File: src/rtl/platform_scroller.sv
// platform_scroller -- owns the platform slot table for the jump physics and
// color mapper. On every frame strobe it derives a scroll amount from the
// doodle height, walks the table one slot per clock shifting platforms down,
// respawns platforms that fall off the bottom at the top with a pseudo-random
// X, then pulses loadplat_o.
//
// Ports:
//   clk_i          system clock
//   reset_i        synchronous active-high reset
//   frame_clk_i    frame strobe (VGA_VS), rising edge starts an update
//   doodle_y_i     doodle top Y in pixels
//   rising_i       doodle moving up this frame
//   plat_x_o       packed slot X, slot k at [10k+9:10k]
//   plat_y_o       packed slot Y, same packing
//   scroll_amt_o   scroll applied by the most recent update
//   loadplat_o     one-cycle pulse when the table update completes
//   busy_o         table walk in progress (INIT/SCROLL, through DONE)
//   frame_miss_o   sticky: a frame edge arrived while not waiting
//   score_o        cumulative scrolled pixels
//
// Optional feature: define PLAT_SCORE_EN to keep a saturating score counter;
// otherwise score_o is tied to zero.
module platform_scroller #(
   parameter int          NUM_PLAT    = 15,
   parameter int          SCREEN_W    = 640,
   parameter int          SCREEN_H    = 480,
   parameter int          PLAT_W      = 64,
   parameter int          SCROLL_LINE = 160,
   parameter logic [15:0] LFSR_SEED   = 16'hACE1
) (
   input  logic                     clk_i,
   input  logic                     reset_i,
   input  logic                     frame_clk_i,
   input  logic [9:0]               doodle_y_i,
   input  logic                     rising_i,
   output logic [10*NUM_PLAT-1:0]   plat_x_o,
   output logic [10*NUM_PLAT-1:0]   plat_y_o,
   output logic [4:0]               scroll_amt_o,
   output logic                     loadplat_o,
   output logic                     busy_o,
   output logic                     frame_miss_o,
   output logic [15:0]              score_o
);

   localparam int KW     = $clog2(NUM_PLAT);
   localparam int YSTEP  = SCREEN_H / NUM_PLAT;
   localparam int XRANGE = SCREEN_W - PLAT_W;

   typedef enum logic [1:0] {S_INIT, S_WAIT, S_SCROLL, S_DONE} state_e;

   state_e                        state_q, state_d;
   logic [KW-1:0]                 k_q, k_d;
   logic [15:0]                   lfsr_q, lfsr_d;
   logic [NUM_PLAT-1:0][9:0]      x_q, x_d, y_q, y_d;
   logic [4:0]                    amt_q, amt_d;
   logic                          fc_q, loadplat_q, busy_q, miss_q;

   logic                          edge_w;
   logic [15:0]                   lfsr_next;
   logic [9:0]                    resp_x;
   logic [9:0]                    diff;
   logic [4:0]                    req_amt;
   logic [10:0]                   t;
   logic                          last_k;

   assign edge_w    = frame_clk_i & ~fc_q;
   assign lfsr_next = {lfsr_q[14:0], lfsr_q[15] ^ lfsr_q[13] ^ lfsr_q[12] ^ lfsr_q[10]};
   // one conditional subtract folds 0..1023 into 0..XRANGE-1 for the defaults
   assign resp_x    = (lfsr_q[9:0] >= 10'(XRANGE)) ? lfsr_q[9:0] - 10'(XRANGE) : lfsr_q[9:0];
   assign diff      = 10'(SCROLL_LINE) - doodle_y_i;
   assign req_amt   = (rising_i && (doodle_y_i < 10'(SCROLL_LINE)))
                      ? ((diff > 10'd31) ? 5'd31 : diff[4:0]) : 5'd0;
   assign t         = {1'b0, y_q[k_q]} + {6'b0, amt_q};
   assign last_k    = (k_q == KW'(NUM_PLAT - 1));

   always_comb begin
      state_d = state_q;
      k_d     = k_q;
      lfsr_d  = lfsr_q;
      x_d     = x_q;
      y_d     = y_q;
      amt_d   = amt_q;
      case (state_q)
         S_INIT: begin
            x_d[k_q] = resp_x;
            y_d[k_q] = 10'(int'(k_q) * YSTEP);
            lfsr_d   = lfsr_next;
            k_d      = last_k ? '0 : k_q + 1'b1;
            if (last_k) state_d = S_DONE;
         end
         S_WAIT: begin
            if (edge_w) begin
               amt_d   = req_amt;
               k_d     = '0;
               state_d = S_SCROLL;
            end
         end
         S_SCROLL: begin
            if (t >= 11'(SCREEN_H)) begin
               y_d[k_q] = 10'(t - 11'(SCREEN_H));
               x_d[k_q] = resp_x;
               lfsr_d   = lfsr_next;
            end else begin
               y_d[k_q] = t[9:0];
            end
            k_d = last_k ? '0 : k_q + 1'b1;
            if (last_k) state_d = S_DONE;
         end
         default: state_d = S_WAIT;  // S_DONE
      endcase
   end

   always_ff @(posedge clk_i) begin
      if (reset_i) begin
         state_q    <= S_INIT;
         k_q        <= '0;
         lfsr_q     <= LFSR_SEED;
         x_q        <= '0;
         y_q        <= '0;
         amt_q      <= '0;
         fc_q       <= 1'b0;
         loadplat_q <= 1'b0;
         busy_q     <= 1'b1;
         miss_q     <= 1'b0;
      end else begin
         state_q    <= state_d;
         k_q        <= k_d;
         lfsr_q     <= lfsr_d;
         x_q        <= x_d;
         y_q        <= y_d;
         amt_q      <= amt_d;
         fc_q       <= frame_clk_i;
         loadplat_q <= (state_d == S_DONE);
         // busy holds through the DONE cycle and drops only on WAIT entry
         busy_q     <= (state_d != S_WAIT);
         if (edge_w && state_q != S_WAIT) miss_q <= 1'b1;
      end
   end

`ifdef PLAT_SCORE_EN
   logic [15:0] score_q, score_d;
   logic [16:0] score_sum;

   assign score_sum = {1'b0, score_q} + {12'b0, req_amt};

   always_comb begin
      score_d = score_q;
      if (state_q == S_WAIT && edge_w)
         score_d = score_sum[16] ? 16'hFFFF : score_sum[15:0];
   end

   always_ff @(posedge clk_i) begin
      if (reset_i) score_q <= '0;
      else         score_q <= score_d;
   end

   assign score_o = score_q;
`else
   assign score_o = '0;
`endif

   assign plat_x_o     = x_q;
   assign plat_y_o     = y_q;
   assign scroll_amt_o = amt_q;
   assign loadplat_o   = loadplat_q;
   assign busy_o       = busy_q;
   assign frame_miss_o = miss_q;

endmodule
File: config.mk
export PLATFORM = sky130hd
export DESIGN_NAME = platform_scroller
export DESIGN_NICKNAME = d
export VERILOG_FILES = /design/src/rtl/platform_scroller.sv
export SDC_FILE = /design/constraint.sdc
export NUM_CORES = 1
export LEC_CHECK = 0
export CORE_MARGIN = 2
export CORE_UTILIZATION = 50
export CTS_CLUSTER_SIZE = 25
export DETAILED_ROUTE_END_ITERATION = 10
export PLACE_DENSITY = 0.8
export SLEW_MARGIN = 20
export SYNTH_ARGS = -nofsm -noshare
export SYNTH_HDL_FRONTEND = slang
export SYNTH_SLANG_ARGS = --single-unit
export TNS_END_PERCENT = 30
File: constraint.sdc
create_clock -name clk_i -period 6.4 [get_ports clk_i]
set_clock_uncertainty 0.15 [all_clocks]
set_input_delay 1.6 -clock clk_i [delete_from_list [all_inputs] [get_ports clk_i]]
set_output_delay 1.6 -clock clk_i [all_outputs]
set_load 0.1 [all_outputs]
==> run metrics <==
Crit path max-delay family simple AND/OR/NAND/NOR gates; final WL 49400 um; HPWL after DPL 34100 um; Primary FF master, synth dfxtp_1; Hold Crit Class reg2reg; number of setup buffers added after CTS 0; Fin. Hold Viols 0; final setup vio count 0; area of the multi-input gates 7270 um2; distinct cell type count after synthesis 77; total CTS buffers 35; clk buf depth 3; Ports 338; Max Cap Viol 0; Row Count 62; first-pass GRT wire length 74800 um; total power 4.65 mW; Worst-path clk slew 0.06 ns; maximum clock frequency 166 MHz; Final Cell Area 19100 um2; hold buffers post-CTS 0; crit path cell chain mux4_2, mux4_2, ha_1, and3_1, a221oi_1, xnor2_1, ha_1, inv_1, nor4b_2, nor3_4, and2_4, mux2i_2, buf_4, a311oi_1; relative slew slack 24.1%; #FFs+latches synth 331; total core area 28700 um2; initial antenna violation count 0; post-route ant nets 0; Max Transition Viols Final 0; filler-free cell count of the finished design 2198; H-tree depth 2; worst slew pin tran 1.13 ns; VDD IR max 0.172 mV; sequential-to-total area share from yosys stat 45.5%; CP required 6.60 ns; Initial Util 50.7%; DP Worst Slack 0.481 ns; Port Buffer Count 321; CTS tree done; worst skew pair latency 0.52 ns; Vias 12946; crit share post-route 94.0%; critical path's largest stage delay 0.84 ns; synth-to-layout area growth 31.0%; setup ws final 0.383 ns; Vias/cell 5.89; DIE AREA 30500 um2; gr usage total 31.3%; Synth Warn # 0; largest net degree at the start of global routing 143; Tmin final 6.02 ns; Synth async-reset ratio 0%; fill cell count 2221; layout net count 1815; Post-Syn Area 14600 um2; number of synthesized flops with an enable pin 0; pwr dens 244 nW/um2; outcome completed; chip width 175 um; RSZ-0062 raised after global routing yes; Worst path slowest cell dfxtp_2; register area 6630 um2; Avg Synthesized Cell Area 9.51 um2; CTS resizes 0; type of destination of the critical path flop; clk sinks 331; CP Class reg2reg; worst reg2reg path depth 14; P_leak 6.55 nW; clock root buffer clkbuf_16; CP Max Fanout 31; startpoint types flop; DRT iter0 DRCs 1408; # diodes 0; vias in the first global route 12668; grt ovf 0; drt drc 0; Hold Path Stages 2; Sum Neg Setup Slack 0 ns; Gate Count Post-Synth 1530; drt pass-1 iters 5; WP buf/inv 2; WL/cell 22.5 um; share of cells above drive strength 1 8.93%; Inst Count DP 2138; CP Depth 14; gpl congestion 0.957; crit path DAT 6.22 ns; die height 175 um; DP Area 17900 um2
==> final timing paths <==
check / start / endpoint / slack [ns]
worst max register to register: k_q[0] / plat_y_o[66] / 0.38
worst min-delay path: plat_y_o[82] / plat_y_o[82] / 0.32
worst min register to register: plat_y_o[82] / plat_y_o[82] / 0.32
worst max-delay path: k_q[0] / plat_y_o[66] / 0.38
==> where the power goes <==
| part | switching (mW) | total [mW] | internal [mW] |
|---|---|---|---|
| Combinational | 0.321 | 0.431 | 0.110 |
| Sequential | 0.0521 | 2.14 | 2.09 |
| Clock | 0.827 | 2.08 | 1.25 |
==> cell families after synthesis <==
group,share of synthesized area [%]
buffers and inverters,5.42
adder cells (fa/ha/maj),0.911
other,0.0258
XOR/XNOR,1.07
AND/OR/NAND/NOR,17.9
AO/OA/AOI/OAI,11.3
flip-flops,45.5
multiplexers,17.8
==> placed cells by master (no fill, tap or decap), types with 12 or more instances in the layout <==
cell type	count
nand2_1	156
nand3b_1	38
dfxtp_1	329
clkbuf_16	35
a21oi_1	80
nor2b_1	12
nor2_1	187
clkdlybuf4s50_1	320
mux2i_1	180
nand3_1	15
mux4_2	31
buf_4	31
nand2b_1	70
nor3_1	16
o31ai_1	14
conb_1	16
o21ai_0	32
a22oi_1	23
inv_1	21
a311oi_1	16
==> worst min-delay path, stage by stage, from the launching register on <==
cell	delay, ns
dfxtp_1	0.32
nand2_1	0.05
a21oi_1	0.05
==> per-layer routing <==
metal	track usage [%]	share of wire [%]
met5	0	0
met4	14.9	5.0
met3	9.97	12
met2	50.0	45
met1	38.4	38
==> flip-flops by register name, summed over array words and instances (netlist names) <==
signal / cells
plat_y_o: 150
fc_q: 1
loadplat_o: 1
plat_x_o: 150
state_q: 2
k_q: 4
frame_miss_o: 1
lfsr_q: 16
busy_o: 1
scroll_amt_o: 5
==> area by class of cell <==
type	instances	share of cell area (%)
clock inverter	11	0.846
tap	384	2.52
sequential	331	34.8
timing repair buffer	352	18.1
multi-input combinational	1049	38.1
inverter	22	0.433
clock buffer	49	5.24
==> metrics by stage <==
stage               hold WS (ns)  utilization, %
floorplan                  0.311               -
global placement           0.307            62.4
detailed placement         0.315            62.4
CTS                        0.326            66.4
global route               0.338            66.4
finish                     0.322            66.4
==> cell usage after synthesis (9+ instances only) <==
| library cell | number | share of area [%] |
|---|---|---|
| a21oi_1 | 80 | 2.8 |
| a22oi_1 | 23 | 1.2 |
| a311oi_1 | 16 | 0.96 |
| a31oi_1 | 18 | 0.77 |
| buf_2 | 13 | 0.45 |
| buf_4 | 28 | 1.4 |
| clkbuf_1 | 89 | 2.3 |
| dfxtp_1 | 331 | 46 |
| ha_1 | 9 | 0.77 |
| inv_1 | 21 | 0.54 |
| mux2i_1 | 180 | 12 |
| mux4_2 | 31 | 4.8 |
| nand2_1 | 156 | 4.0 |
| nand2b_1 | 70 | 3.0 |
| nand3_1 | 15 | 0.52 |
| nand3b_1 | 38 | 2.0 |
| nor2_1 | 187 | 4.8 |
| nor2b_1 | 13 | 0.56 |
| nor3_1 | 17 | 0.58 |
| o21ai_0 | 32 | 1.1 |
| o31ai_1 | 14 | 0.72 |
| xnor2_1 | 11 | 0.66 |
(Power assumes the default switching activity.)
